<file path="src/rtl/stopwatch_controller_if.sv">
// Signal bundle between the stopwatch board buttons / counter / divider and the controller.
interface stopwatch_controller_if;
  // Buttons are raw, asynchronous, active-high levels. LimitReached is synchronous to Clk.
  // Controls are registered levels, except CounterReset, which is a one-cycle pulse.
  logic       BtnStop;
  logic       BtnUp;
  logic       BtnDown;
  logic       BtnClear;
  logic       BtnFaster;
  logic       BtnSlower;
  logic       LimitReached;
  logic       CounterStop;
  logic       CounterUpDown;
  logic       CounterReset;
  logic [4:0] Speed;
  logic       ModeUp;
  logic       ModeDown;
  logic       ModeLimit;

  modport master (
    output BtnStop, BtnUp, BtnDown, BtnClear, BtnFaster, BtnSlower, LimitReached,
    input  CounterStop, CounterUpDown, CounterReset, Speed, ModeUp, ModeDown, ModeLimit
  );

  modport slave (
    input  BtnStop, BtnUp, BtnDown, BtnClear, BtnFaster, BtnSlower, LimitReached,
    output CounterStop, CounterUpDown, CounterReset, Speed, ModeUp, ModeDown, ModeLimit
  );
endinterface

</file>
<file path="src/rtl/stopwatch_controller.sv">
// Stopwatch mode/speed sequencer: button sync, optional debounce, press detect, mode FSM, speed.
// Optional filter: define STOPWATCH_CONTROLLER_DEBOUNCE_EN to enable per-button debouncing.
module stopwatch_controller #(
  parameter int DEBOUNCE_CYCLES = 50000,
  parameter int SPEED_RESET     = 20
) (
  input  logic                  Clk,
  input  logic                  Reset,
  stopwatch_controller_if.slave bus,
  output logic [1:0]            dbg_state_o
);

  localparam int NB      = 6;
  localparam int B_STOP  = 0;
  localparam int B_UP    = 1;
  localparam int B_DOWN  = 2;
  localparam int B_CLEAR = 3;
  localparam int B_FAST  = 4;
  localparam int B_SLOW  = 5;

  localparam logic [4:0] SPEED_RST = 5'(SPEED_RESET);
  localparam logic [4:0] SPEED_MAX = 5'd31;

  if (DEBOUNCE_CYCLES < 1) begin : g_bad_debounce
    $error("DEBOUNCE_CYCLES must be at least 1");
  end
  if (SPEED_RESET < 0 || SPEED_RESET > 31) begin : g_bad_speed
    $error("SPEED_RESET must be in 0..31");
  end

  typedef enum logic [1:0] {
    STOPPED  = 2'd0,
    RUN_UP   = 2'd1,
    RUN_DOWN = 2'd2,
    LIMIT    = 2'd3
  } state_t;

  logic [NB-1:0] btn_raw;
  logic [NB-1:0] sync1_q;
  logic [NB-1:0] sync2_q;
  logic [NB-1:0] level;
  logic [NB-1:0] prev_q;
  logic [NB-1:0] evt_q;
  logic          limit_q;

  assign btn_raw = {bus.BtnSlower, bus.BtnFaster, bus.BtnClear,
                    bus.BtnDown, bus.BtnUp, bus.BtnStop};

  always_ff @(posedge Clk or negedge Reset) begin
    if (!Reset) begin
      sync1_q <= '0;
      sync2_q <= '0;
    end else begin
      sync1_q <= btn_raw;
      sync2_q <= sync1_q;
    end
  end

`ifdef STOPWATCH_CONTROLLER_DEBOUNCE_EN
  localparam int CW = (DEBOUNCE_CYCLES < 2) ? 1 : $clog2(DEBOUNCE_CYCLES);
  localparam logic [CW-1:0] CNT_LAST = CW'(DEBOUNCE_CYCLES - 1);

  // The level only flips once DEBOUNCE_CYCLES consecutive samples disagree with it.
  for (genvar g = 0; g < NB; g++) begin : g_deb
    logic          lvl_q;
    logic [CW-1:0] cnt_q;

    always_ff @(posedge Clk or negedge Reset) begin
      if (!Reset) begin
        lvl_q <= 1'b0;
        cnt_q <= '0;
      end else if (sync2_q[g] == lvl_q) begin
        cnt_q <= '0;
      end else if (cnt_q == CNT_LAST) begin
        lvl_q <= sync2_q[g];
        cnt_q <= '0;
      end else begin
        cnt_q <= cnt_q + 1'b1;
      end
    end

    assign level[g] = lvl_q;
  end
`else
  assign level = sync2_q;
`endif

  // One press event per rising level; limit is registered so it aligns with button events.
  always_ff @(posedge Clk or negedge Reset) begin
    if (!Reset) begin
      prev_q  <= '0;
      evt_q   <= '0;
      limit_q <= 1'b0;
    end else begin
      prev_q  <= level;
      evt_q   <= level & ~prev_q;
      limit_q <= bus.LimitReached;
    end
  end

  state_t     state_q, state_d;
  logic       dir_q, dir_d;
  logic       clear_d;
  logic [4:0] speed_q, speed_d;
  logic       cstop_q, cud_q, crst_q;
  logic       mode_up_q, mode_down_q, mode_limit_q;

  always_comb begin
    state_d = state_q;
    dir_d   = dir_q;
    clear_d = 1'b0;
    // Only the highest-priority event of the cycle is acted on.
    if (evt_q[B_CLEAR]) begin
      state_d = STOPPED;
      dir_d   = 1'b1;
      clear_d = 1'b1;
    end else if (evt_q[B_STOP]) begin
      state_d = STOPPED;
    end else if (evt_q[B_UP]) begin
      if (state_q == STOPPED || state_q == RUN_DOWN || (state_q == LIMIT && !dir_q)) begin
        state_d = RUN_UP;
        dir_d   = 1'b1;
      end
    end else if (evt_q[B_DOWN]) begin
      if (state_q == STOPPED || state_q == RUN_UP || (state_q == LIMIT && dir_q)) begin
        state_d = RUN_DOWN;
        dir_d   = 1'b0;
      end
    end else if (limit_q) begin
      if (state_q == RUN_UP || state_q == RUN_DOWN) begin
        state_d = LIMIT;
      end
    end
  end

  always_comb begin
    speed_d = speed_q;
    if (evt_q[B_FAST] && !evt_q[B_SLOW]) begin
      if (speed_q != 5'd0) speed_d = speed_q - 5'd1;
    end else if (evt_q[B_SLOW] && !evt_q[B_FAST]) begin
      if (speed_q != SPEED_MAX) speed_d = speed_q + 5'd1;
    end
  end

  always_ff @(posedge Clk or negedge Reset) begin
    if (!Reset) begin
      state_q      <= STOPPED;
      dir_q        <= 1'b1;
      speed_q      <= SPEED_RST;
      cstop_q      <= 1'b1;
      cud_q        <= 1'b1;
      crst_q       <= 1'b0;
      mode_up_q    <= 1'b0;
      mode_down_q  <= 1'b0;
      mode_limit_q <= 1'b0;
    end else begin
      state_q      <= state_d;
      dir_q        <= dir_d;
      speed_q      <= speed_d;
      cstop_q      <= (state_d == STOPPED) || (state_d == LIMIT);
      cud_q        <= dir_d;
      crst_q       <= clear_d;
      mode_up_q    <= (state_d == RUN_UP);
      mode_down_q  <= (state_d == RUN_DOWN);
      mode_limit_q <= (state_d == LIMIT);
    end
  end

  assign bus.CounterStop   = cstop_q;
  assign bus.CounterUpDown = cud_q;
  assign bus.CounterReset  = crst_q;
  assign bus.Speed         = speed_q;
  assign bus.ModeUp        = mode_up_q;
  assign bus.ModeDown      = mode_down_q;
  assign bus.ModeLimit     = mode_limit_q;
  assign dbg_state_o       = state_q;

endmodule

</file>
<file path="src/flat_wrapper.sv">
// flat-port wrapper written by rule: the top's interface ports become plain ports
module stopwatch_controller_flat 
#(
  parameter int DEBOUNCE_CYCLES = 50000,
  parameter int SPEED_RESET     = 20
)
  (Clk, Reset, dbg_state_o, bus_BtnStop, bus_BtnUp, bus_BtnDown, bus_BtnClear, bus_BtnFaster, bus_BtnSlower, bus_LimitReached, bus_CounterStop, bus_CounterUpDown, bus_CounterReset, bus_Speed, bus_ModeUp, bus_ModeDown, bus_ModeLimit);
  stopwatch_controller_if bus_i ();
  input  logic Clk;
  input  logic Reset;
  output logic [1:0] dbg_state_o;
  input wire logic [$bits(bus_i.BtnStop)-1:0] bus_BtnStop;
  input wire logic [$bits(bus_i.BtnUp)-1:0] bus_BtnUp;
  input wire logic [$bits(bus_i.BtnDown)-1:0] bus_BtnDown;
  input wire logic [$bits(bus_i.BtnClear)-1:0] bus_BtnClear;
  input wire logic [$bits(bus_i.BtnFaster)-1:0] bus_BtnFaster;
  input wire logic [$bits(bus_i.BtnSlower)-1:0] bus_BtnSlower;
  input wire logic [$bits(bus_i.LimitReached)-1:0] bus_LimitReached;
  output wire logic [$bits(bus_i.CounterStop)-1:0] bus_CounterStop;
  output wire logic [$bits(bus_i.CounterUpDown)-1:0] bus_CounterUpDown;
  output wire logic [$bits(bus_i.CounterReset)-1:0] bus_CounterReset;
  output wire logic [$bits(bus_i.Speed)-1:0] bus_Speed;
  output wire logic [$bits(bus_i.ModeUp)-1:0] bus_ModeUp;
  output wire logic [$bits(bus_i.ModeDown)-1:0] bus_ModeDown;
  output wire logic [$bits(bus_i.ModeLimit)-1:0] bus_ModeLimit;
  assign bus_i.BtnStop = bus_BtnStop;
  assign bus_i.BtnUp = bus_BtnUp;
  assign bus_i.BtnDown = bus_BtnDown;
  assign bus_i.BtnClear = bus_BtnClear;
  assign bus_i.BtnFaster = bus_BtnFaster;
  assign bus_i.BtnSlower = bus_BtnSlower;
  assign bus_i.LimitReached = bus_LimitReached;
  assign bus_CounterStop = bus_i.CounterStop;
  assign bus_CounterUpDown = bus_i.CounterUpDown;
  assign bus_CounterReset = bus_i.CounterReset;
  assign bus_Speed = bus_i.Speed;
  assign bus_ModeUp = bus_i.ModeUp;
  assign bus_ModeDown = bus_i.ModeDown;
  assign bus_ModeLimit = bus_i.ModeLimit;
  stopwatch_controller #(.DEBOUNCE_CYCLES(DEBOUNCE_CYCLES), .SPEED_RESET(SPEED_RESET)) u_core (.Clk(Clk), .Reset(Reset), .bus(bus_i), .dbg_state_o(dbg_state_o));
endmodule
</file>
<file path="config.mk">
export PLATFORM = sky130hd
export DESIGN_NAME = stopwatch_controller_flat
export DESIGN_NICKNAME = d
export VERILOG_FILES = /design/src/rtl/stopwatch_controller_if.sv /design/src/rtl/stopwatch_controller.sv /design/src/flat_wrapper.sv
export SDC_FILE = /design/constraint.sdc
export NUM_CORES = 1
export LEC_CHECK = 0
export CAP_MARGIN = 20
export CORE_MARGIN = 3
export CORE_UTILIZATION = 45
export DETAILED_ROUTE_END_ITERATION = 8
export MAX_ROUTING_LAYER = met4
export PLACE_DENSITY = 0.69
export SYNTH_ARGS = -nofsm -noshare
export SYNTH_HDL_FRONTEND = slang
export SYNTH_SLANG_ARGS = --single-unit
</file>
<file path="constraint.sdc">
create_clock -name Clk -period 2.7 [get_ports Clk]
set_clock_uncertainty 0.1 [all_clocks]
set_input_delay 0.54 -clock Clk [delete_from_list [all_inputs] [get_ports Clk]]
set_output_delay 0.54 -clock Clk [all_outputs]
set_load 0.005 [all_outputs]
</file>
======== Word-level counts from Yosys, hierarchy flattened ========
Index checks and enable logic that the tools add are counted.
storage, ports and cells
  register bits after elaboration ......... 38
  output and inout port bits .............. 13
  logic and storage cells ................. 68
operators by class
  reductions and logical operators ........ 22
  equality and inequality tests ........... 10
  muxes and demuxes ....................... 19
  add/sub/neg operators ................... 2
  bitwise logic cells ..................... 2
operators by type and width
  operator                                                                 number
  5-bit 2-to-1 mux                                                         4
  2-bit 2-to-1 mux                                                         8
  2-bit == test, second input constant                                     4
  1-bit 2-to-1 mux                                                         7
  6-bit AND                                                                1
  1-bit logical OR                                                         6
  6-bit inverter                                                           1
  3-bit nonzero test                                                       2
  5-bit by 1-bit adder with 5-bit output, second input constant            1
  5-bit inequality test, second input constant                             1
  5-bit nonzero test                                                       1
  5-bit by 1-bit subtractor with 5-bit output, second input constant       1
  2-bit by 1-bit == test with 1-bit output, second input constant          2
  1-bit logical AND                                                        4
  2-bit zero test                                                          2
  4-bit AND reduction                                                      1
  2-bit nonzero test                                                       2
  1-bit zero test                                                          3
  3-bit by 2-bit inequality test with 1-bit output, second input constant  1
  3-bit AND reduction                                                      1
  2-bit by 1-bit inequality test with 1-bit output, second input constant  1
  2-bit inequality test, second input constant                             1

======== Depth between registers and ports, before layout ========
Gate-level depths: netlist (run 1).
  depth in word-level cells ............... 10
  gate-level depth with buffers ........... 9
  depth with buffers taken out ............ 8

======== Least setup slack after synthesis (run 1) ========
Ideal clock, no wire load.
  kind .................................... reg2reg
  start ................................... reg u_core.evt_q[4]
  end ..................................... reg u_core.speed_q[3], in the netlist u_core.bus.Speed[3]
  arrival time ............................ 1.619 ns
  path slack .............................. 0.866 ns
  data required time ...................... 2.486 ns
  clock period less this slack ............ 1.834 ns
  setup time .............................. 0.114 ns
  cell stages (with the launch flop) ...... 10
  cell sequence ........................... dfrtp_1 > buf_2 > nand2b_1 > inv_1 > ha_1 > a21o_1 > a21oi_1 > xor2_1 > o211a_1 > nor2_1
on the way
  longest elaborated chain between the ends .. 4
RTL lines
  what                           line                         source
  start: declaration             stopwatch_controller.sv:43   logic [NB-1:0] evt_q;
  start signal: assignment       stopwatch_controller.sv:96   evt_q <= level & ~prev_q;
  1-bit zero test                stopwatch_controller.sv:140  end else if (evt_q[B_SLOW] && !evt_q[B_FAST]) begin
  1-bit logical AND              stopwatch_controller.sv:140
  2-bit nonzero test (no line)   --
  3-bit AND reduction (no line)  --
  end signal: assignment         stopwatch_controller.sv:159  speed_q <= speed_d;
  end: declaration               stopwatch_controller.sv:104  logic [4:0] speed_q, speed_d;
Parallel ways exist; a longest one is shown, timed or not.
A chain may end at the register's enable or synchronous reset.

======== Final worst setup path (run 1) ========
  start ................................... reg u_core.speed_q[2], in the netlist u_core.bus.Speed[2]
  end ..................................... out bus_Speed[2]
RTL lines
  what              line                source
  end: declaration  flat_wrapper.sv:22  output wire logic [$bits(bus_i.Speed)-1:0] bus_Speed;
No word-level cell between the ends.

==> flow_summary_export.csv, run 1 <==
group,metric,value,unit
outcome,status,"finished, final reports clean",
synth,netlist_top_cells_count,"dfrtp_1 (34), a21oi_1 (8), inv_1 (8)",
finish,diodes,0,
cts,cts_tree,"yes",
critical_path,max_stage_delay,610,ps
synth,synth_cell_types,30,
cts,cts.sinks,38,
job,maxCapViolCount,0,
sta,period_minus_slack,2100,ps
floorplan,initial_utilization,49.4,%
synth,syn_avg_cell_area,13.3,µm²
synth,synth_top_area_share,59.9,%
synth,yosysTopAreaCell,"dfrtp_1",
global_routing,grt_antenna_before_repair,0,
synth,ys_seq_area_share,67.3,%
place,dp_cells,169,
critical_path,cp.arrival,1460,ps
critical_path,crit_buf_inv,1,
pwr,ir_drop,0.502,mV
synth,async_flop_share,100,%
min_path,min_path_type,"in -> async",
synth,synthAdderAreaFrac,6.69,%
global_routing,grt_pass1_wl,3.71,mm
synth,yosys.area_share.simple,9.42,%
synth,netlist_instances,107,
synth,synth_top_family_by_area,"compound AO/OA/AOI/OAI gates",
cts,numCtsBuffers,5,
floorplan,io_pins,22,
cts,clock_latency,330,ps
synth,synthFlopType,"dfrtp_1",
synth,synthTopCellsByArea,"dfrtp_1 (60%), dfstp_2 (7.4%), ha_1 (5.3%)",
route,antenna_left,0,
floorplan,die_w,62.2,µm
route,remaining_drc_errors,0,
floorplan,dieArea,3870,µm²
critical_path,critPathSlowestCell,"dfstp_2",
critical_path,crit_chain,"clkdlybuf4s50_1",
place,io_buffers,21,
synth,synth_compound_area_share,10.7,%
synth,ys_warn_count,0,
route,vias,875,
sta,relSlewSlack,48.5,%
finish,area_delta_synth_final,23.6,%
route,dr.pass1.iters,4,
place,gp_congestion,0.801,
cts,cts-resized-gates,0,
finish,layout.nets,150,
route,drt_iter0_markers,27,
sta,finalCritPeriodShare,77.9,%
critical_path,path_class,"reg -> out",
floorplan,rows,19,
cts,postCtsHoldBufs,0,
cts,cts_buffer_depth,2,
route,wirelength,2.05,mm
cts,clk_pin_slew,110,ps
synth,syn-num-nets,123,
global_routing,grt_usage,12.5,%
global_routing,first_global_vias,854,
synth,synth.most_common_cell,"dfrtp_1",
synth,ys_ff_latch,38,
route,wl_per_cell,11.6,µm
sta,fmax,475,MHz
global_routing,grt_remaining_overflow,0,
critical_path,start_kind,"flip-flop",
sta,finalMaxSlewViolations,0,
synth,synth_xor_area_share,2.46,%
sta,rsz0062_at_grt,"false",
critical_path,endpoint_kind,"output port",
synth,synth-edff-count,0,
sta,worstMarginPinSlew,773,ps
route,viasPerCell,4.94,
synth,muxShareOfSynthArea,0.704,%
finish,stdcell_count,177,
critical_path,critical_path.top_delay_family,"flip-flops",
floorplan,die_h,62.2,µm
global_routing,grt_max_degree,39,
critical_path,cp_max_fo,6,
floorplan,core_area,2880,µm²
cts,h-tree-depth,2,
sta,finalSetupTns,0,ps
cts,cts-root-buf,"clkbuf_4",
cts,cts_setup_buffers,0,
finish,drive_above_1_share,14.8,%
place,hpwl,1.47,mm
critical_path,crit_required,2060,ps
synth,syn_area,1420,µm²
sta,hold_violations,0,
pwr,power.leakage,0.790,nW
pwr,p_per_area,853,nW/µm²
sta,finalSetupViolations,0,
-- layout by cell type (no fill, tap or decap), drive strengths merged, types with 2 or more instances in the layout --
master         Yosys  layout
o21ai              4       4
nand2              6       6
nor2               5       5
nor2b              7       7
dfrtp             34      34
nand2b             3       3
clkinvlp           0       2
xnor2              3       3
ha                 6       6
a21oi             10      10
clkbuf             0       5
inv                9       9
dfstp              4       4
clkdlybuf4s50      0      20
a31oi              2       2
-- where the power goes --
group	internal, mW	switching [mW]
combinational	0.214	0.166
clock	0.194	0.182
sequential	0.658	0.0836
total	1.07	0.432
-- metrics by stage --
stage                     setup WS [ps]  util [%]  power, mW  cell area (µm²)  hold WS (ps)
after floorplan                     866         -      0.954             1420           144
after global placement              771      58.2       1.12             1670           233
after detailed placement            742      58.2       1.14             1670           235
after CTS                           566      61.1       1.52             1760           183
after global routing                516      61.1       1.60             1760           205
final                               597      61.1       1.50             1760           169
-- kinds of logic after synthesis --
family / count (synthesis)
mux: 1
fa+ha+maj: 7
compound gates: 22
flops: 38
buf+inv: 10
simple gates: 25
xor+xnor: 4
-- registers in the layout, summed over array words and instances (netlist names), 2 cells and up --
name / count
u_core.dbg_state_o: 2
u_core.bus.Speed: 5
u_core.evt_q: 6
u_core.level: 6
u_core.prev_q: 6
u_core.sync1_q: 6
-- cell type report --
cell class              count  area [µm²]
flip-flops and latches     38         956
inverters                   9        33.8
clock inverters             3        45.0
repair buffers             21         205
multi-input cells          59         427
fillers                   240        1120
well taps                  42        52.6
clock buffers               5        37.5
-- metal layers --
layer  global-route usage [%]  wire (µm)
met5                        -          0
met4                     6.63         63
met3                     4.14        112
met2                     17.9        973
met1                     15.9        901
-- path summary, 6_finish.rpt --
| check | start | to | slack, ps | cells after the start |
|---|---|---|---|---|
| max | u_core.bus.Speed[2]$_DFFE_PN1P_ | bus_Speed[2] | 600 | 1 |
| min reg2reg | u_core.sync1_q[3]$_DFF_PN0_ | u_core.level[3]$_DFF_PN0_ | 260 | 0 |
| max in group asynchronous | Reset | u_core.level[2]$_DFF_PN0_ | 1840 | 1 |
| max reg2reg | u_core.evt_q[5]$_DFF_PN0_ | u_core.bus.Speed[4]$_DFFE_PN1P_ | 720 | 7 |
| min | Reset | u_core.evt_q[1]$_DFF_PN0_ | 170 | 1 |
| min in group Clk | u_core.sync1_q[3]$_DFF_PN0_ | u_core.level[3]$_DFF_PN0_ | 260 | 0 |
Power figures use the tool's default switching activity.
==> inputs of run 2 (changes only) <==
--- a/config.mk
+++ b/config.mk
@@ -10,7 +10,7 @@
 export CORE_UTILIZATION = 45
 export DETAILED_ROUTE_END_ITERATION = 8
 export MAX_ROUTING_LAYER = met4
-export PLACE_DENSITY = 0.69
+export PLACE_DENSITY = 0.71
 export SYNTH_ARGS = -nofsm -noshare
 export SYNTH_HDL_FRONTEND = slang
 export SYNTH_SLANG_ARGS = --single-unit
==> constraint.sdc (replaced) <==
create_clock -name Clk -period 1.9 [get_ports Clk]
set_clock_uncertainty 0.1 [all_clocks]
set_input_delay 0.38 -clock Clk [delete_from_list [all_inputs] [get_ports Clk]]
set_output_delay 0.38 -clock Clk [all_outputs]
set_load 0.005 [all_outputs]
==> run 2 against run 1 <==
Effect of this change:
- via count up 3.1%
- setup slack worse by 530 ps
- sequential share of layout area is 2.2 points lower
- hold slack improved by 70 ps
- power is 41% higher
- sequential cell count stayed put
- largest cell class unchanged
- largest power group unchanged
==> flow_summary_export.csv, run 2 (synthesis gave the netlist of run 1 again) <==
group,metric,value,unit
min_path,holdPathStages,0,
floorplan,dieArea,3870,µm²
min_path,min_to,"u_core.level[4]$_DFF_PN0_",
global_routing,grt_pass1_wl,4.00,mm
sta,worstMarginPinSlew,446,ps
critical_path,crit_required,1420,ps
critical_path,cp.arrival,1350,ps
cts,cts-root-buf,"clkbuf_4",
floorplan,die_w,62.2,µm
floorplan,rows,19,
global_routing,first_global_vias,922,
floorplan,core_area,2880,µm²
cts,numCtsBuffers,5,
min_path,min-delay-start,"u_core.sync1_q[4]$_DFF_PN0_",
critical_path,critical_path.top_delay_family,"flip-flops",
critical_path,path_class,"reg -> out",
place,gp_congestion,0.834,
sta,finalMaxSlewViolations,0,
finish,final_area,1830,µm²
critical_path,r2r-start,"u_core.evt_q[5]$_DFF_PN0_",
route,dr.pass1.iters,4,
cts,h-tree-depth,2,
sta,finalSetupViolations,0,
sta,worst_slack,71.0,ps
place,hpwl,1.45,mm
route,remaining_drc_errors,0,
pwr,ir_drop,0.603,mV
critical_path,critPathSlowestCell,"dfstp_2",
global_routing,grt_remaining_overflow,0,
job,maxCapViolCount,0,
cts,cts_tree,"yes",
finish,final_common_cell,"dfrtp_1",
sta,finalCritPeriodShare,96.3,%
global_routing,grt_usage,13.8,%
pwr,finalPower,2.11,mW
cts,cts_buffer_depth,2,
floorplan,io_pins,22,
finish,layout.nets,158,
sta,rsz0062_at_grt,"true",
sta,fmax,547,MHz
cts,cts.sinks,38,
route,wirelength,2.30,mm
route,vias,902,
critical_path,r2r_cells,7,
finish,diodes,0,
cts,clk_pin_slew,120,ps
sta,relSlewSlack,70.2,%
critical_path,r2r-end,"u_core.bus.Speed[4]$_DFFE_PN1P_",
outcome,status,"finished, final reports clean",
cts,clock_latency,340,ps
sta,period_minus_slack,1830,ps
route,wl_per_cell,12.5,µm
route,viasPerCell,4.88,
critical_path,crit_buf_inv,1,
global_routing,grt_antenna_before_repair,0,
critical_path,crit_chain,"clkdlybuf4s50_1",
place,io_buffers,21,
pwr,p_per_area,1150,nW/µm²
route,drt_iter0_markers,22,
floorplan,initial_utilization,49.4,%
finish,final_cell_mix,"dfrtp_1 (33), clkdlybuf4s50_1 (16)",
finish,drive_above_1_share,23.1,%
floorplan,die_h,62.2,µm
critical_path,cp_max_fo,1,
critical_path,start_kind,"flip-flop",
route,antenna_left,0,
sta,hold_violations,0,
finish,area_delta_synth_final,29.0,%
critical_path,max_stage_delay,530,ps
critical_path,endpoint_kind,"output port",
min_path,min_path_type,"reg -> reg",
place,place_ws,39.6,ps
pwr,power.leakage,0.856,nW
place,placed_cell_area,1700,µm²
critical_path,reg2reg_slack,70,ps
global_routing,grt_max_degree,39,
-- run 2: changes by cell type in the layout (fill, tap and decap cells not counted), sizes merged --
cell           before  now
buf                 1    8
bufinv              1    0
clkbuf              5    6
clkdlybuf4s50      20   16
clkinv              0    1
clkinvlp            2    1
dlygate4sd3         0    1
dlymetal6s2s        0    4
-- run 2: worst max-delay path by stage --
stage                                startpoint                               to  slack, ps  cells after the start
2_1_floorplan         u_core.evt_q[4]$_DFF_PN0_  u_core.bus.Speed[3]$_DFFE_PN0P_         70                      9
3_3_place_gp          u_core.evt_q[5]$_DFF_PN0_  u_core.bus.Speed[4]$_DFFE_PN1P_         90                      7
3_5_place_dp          u_core.evt_q[5]$_DFF_PN0_  u_core.bus.Speed[4]$_DFFE_PN1P_         40                      7
4_1_cts         u_core.bus.Speed[4]$_DFFE_PN1P_                     bus_Speed[4]          5                      1
5_1_grt               u_core.evt_q[5]$_DFF_PN0_  u_core.bus.Speed[4]$_DFFE_PN1P_        -50                      7
6_report       u_core.bus.CounterStop$_DFF_PN1_                  bus_CounterStop         70                      1
-- run 2: cell type report --
class | count | area (µm²)
Clock buffer | 6 | 51.3
Clock inverter | 2 | 12.5
Fill cell | 227 | 1040
Inverter | 9 | 36.3
Multi-Input combinational cell | 59 | 445
Sequential cell | 38 | 957
Tap cell | 42 | 52.6
Timing Repair Buffer | 29 | 278
-- run 2: metrics by stage --
step | instances | utilization (%) | setup TNS [ps] | hold WS, ps
floorplan | 107 | - | 0 | -15.6
global placement | 173 | 59.2 | 0 | 232
detailed placement | 173 | 59.2 | 0 | 240
CTS | 185 | 62.6 | 0 | 244
global route | 185 | 63.7 | -57.9 | 256
finish | 185 | 63.7 | 0 | 239
-- run 2: power by group --
| part | switching [mW] | internal, mW | total, mW | leakage, nW |
|---|---|---|---|---|
| Sequential | 0.0754 | 0.935 | 1.01 | 0.454 |
| Combinational | 0.306 | 0.355 | 0.660 | 0.368 |
| Clock | 0.257 | 0.178 | 0.434 | 0.0343 |
| Total | 0.638 | 1.47 | 2.11 | 0.856 |
-- run 2: per-layer routing --
metal | vias up | track usage [%] | part of all wire, %
li1 | 426 | - | -
met1 | 441 | 14.6 | 44
met2 | 29 | 22.3 | 48
met3 | 6 | 5.23 | 5.4
met4 | 0 | 7.73 | 2.4
met5 | - | - | 0
-- run 2: repair_timing --
item | 4_1_cts | 5_1_grt
hold endpoints to repair | 34 | 0
endpoints found under the setup margin | 3 | 7
gates resized for setup | 0 | 11
hold buffers | 1 | 0
setup buffers | 3 | 0
gates cloned | 0 | 0
pin swaps | 0 | 3
==> RTL change (flow settings as in run 2) <==
Add a define of `STOPWATCH_CONTROLLER_DEBOUNCE_EN`.
--- a/src/rtl/stopwatch_controller.sv
+++ b/src/rtl/stopwatch_controller.sv
@@ -2,2 +2,4 @@
 // Optional filter: define STOPWATCH_CONTROLLER_DEBOUNCE_EN to enable per-button debouncing.
+`define STOPWATCH_CONTROLLER_DEBOUNCE_EN
+
 module stopwatch_controller #(
Check against the original RTL: not equivalent (a bounded check fails within 10 cycles, from zero or initial values and one cycle with Reset low).
==> RTL change against run 2 <==
Area after synthesis increased to 4.3 times the old value. Cell area grew to 4.0 times the old value. Power grew to 3.1 times the old value. Setup slack lost 12 ps. Wire length rose to 4.6 times the old value. Via count grew to 4.6 times the old value. Sequential cell count up 102. Critical path type is now flip-flop to flip-flop. Critical endpoint is now u_core.bus.Speed[3]. Highest routed layer unchanged.
==> RTL change: results <==
set metrics [dict create \
    fill_cells 1124 \
    irDropWorstVdd_v 0.000606 \
    tightest_slew_ps 391 \
    placed_area_mm2 0.00668 \
    via_per_inst 5.11 \
    grt_max_degree 52 \
    synthTopCellsByArea "dfrtp_1 55%, nor2_1 6.9%, xnor2_1 6.8%, xor2_1 6.5%, nand3_1 2.7%" \
    crit_path_top_delay_cell "or4_1" \
    post-dp-hpwl_um 7210 \
    grtUsageMet1_pct 19.9 \
    track_usage_pct 15.9 \
    hold_end "u_core.sync2_q[3]" \
    yosys-top-cells-count "136 x dfrtp_1, 114 x nor2_1, 48 x xnor2_1" \
    crit_family "simple AND/OR/NAND/NOR gates" \
    htreeDepth 4 \
    place_congestion 0.783 \
    synth_nets 590 \
    vias 4112 \
    synth_cell_types 42 \
    status "finished clean" \
    grt_first_pass_wirelength_um 18500 \
    grtUsageMet3_pct 4.48 \
    arrival_ps 2040 \
    final_area_mm2 0.00740 \
    critical_path_class "flip-flop to flip-flop" \
    powerSeq_mw 3.06 \
    cts_buffers 17 \
    root_buffer "clkbuf_16" \
    hp-start "u_core.sync1_q[3]" \
    clkSlewWorstSetupHoldPaths_ps 60 \
    dr_wl_met3_um 371 \
    wl_um 10500 \
    cp_max_fo 7 \
    power_leakage_nw 3.35 \
    reg2reg_depth 5 \
    clkPwrFrac_pct 50.4 \
    wl_met2_um 5190 \
    fin_ws_ps 58.7 \
    holdWs_ps 249 \
    use_met2_pct 24.6 \
    p_int_mw 5.21 \
    drive_gt1_share_pct 12.9 \
    syn_avg_cell_area_um2 10.9 \
    place_inst 766 \
    drtIter0Drc 225 \
    r2r-end "u_core.bus.Speed[3]" \
]
==> RTL change: cell types whose count changed after synthesis, moves of 5 or more <==
| cell | delta |
|---|---|
| and4_1 | +11 |
| nor2_1 | +109 |
| mux2_2 | +5 |
| inv_1 | +6 |
| dfrtp_1 | +102 |
| nand4_1 | +19 |
| nand3_1 | +33 |
| ha_1 | +6 |
| and3_1 | +24 |
| xor2_1 | +45 |
| xnor2_1 | +45 |
| nand2_1 | +25 |
| nor3_1 | +10 |
==> RTL change: logic make-up after synthesis <==
family	Yosys count	synth area share [%]
AND/OR/NAND/NOR	276	22.4
flip-flops	140	56.8
XOR/XNOR	94	13.3
buffers and inverters	23	1.78
AO/OA/AOI/OAI	15	1.62
adder cells (fa/ha/maj)	13	2.75
multiplexers	7	1.40
==> RTL change: final cells by class <==
class                      instances  share of cell area [%]
inverter                          14                   0.711
multi-input combinational        405                    35.4
sequential                       140                    47.5
tap                              176                    2.98
clock inverter                     9                    1.49
timing repair buffer              38                    5.23
clock buffer                      23                    6.73
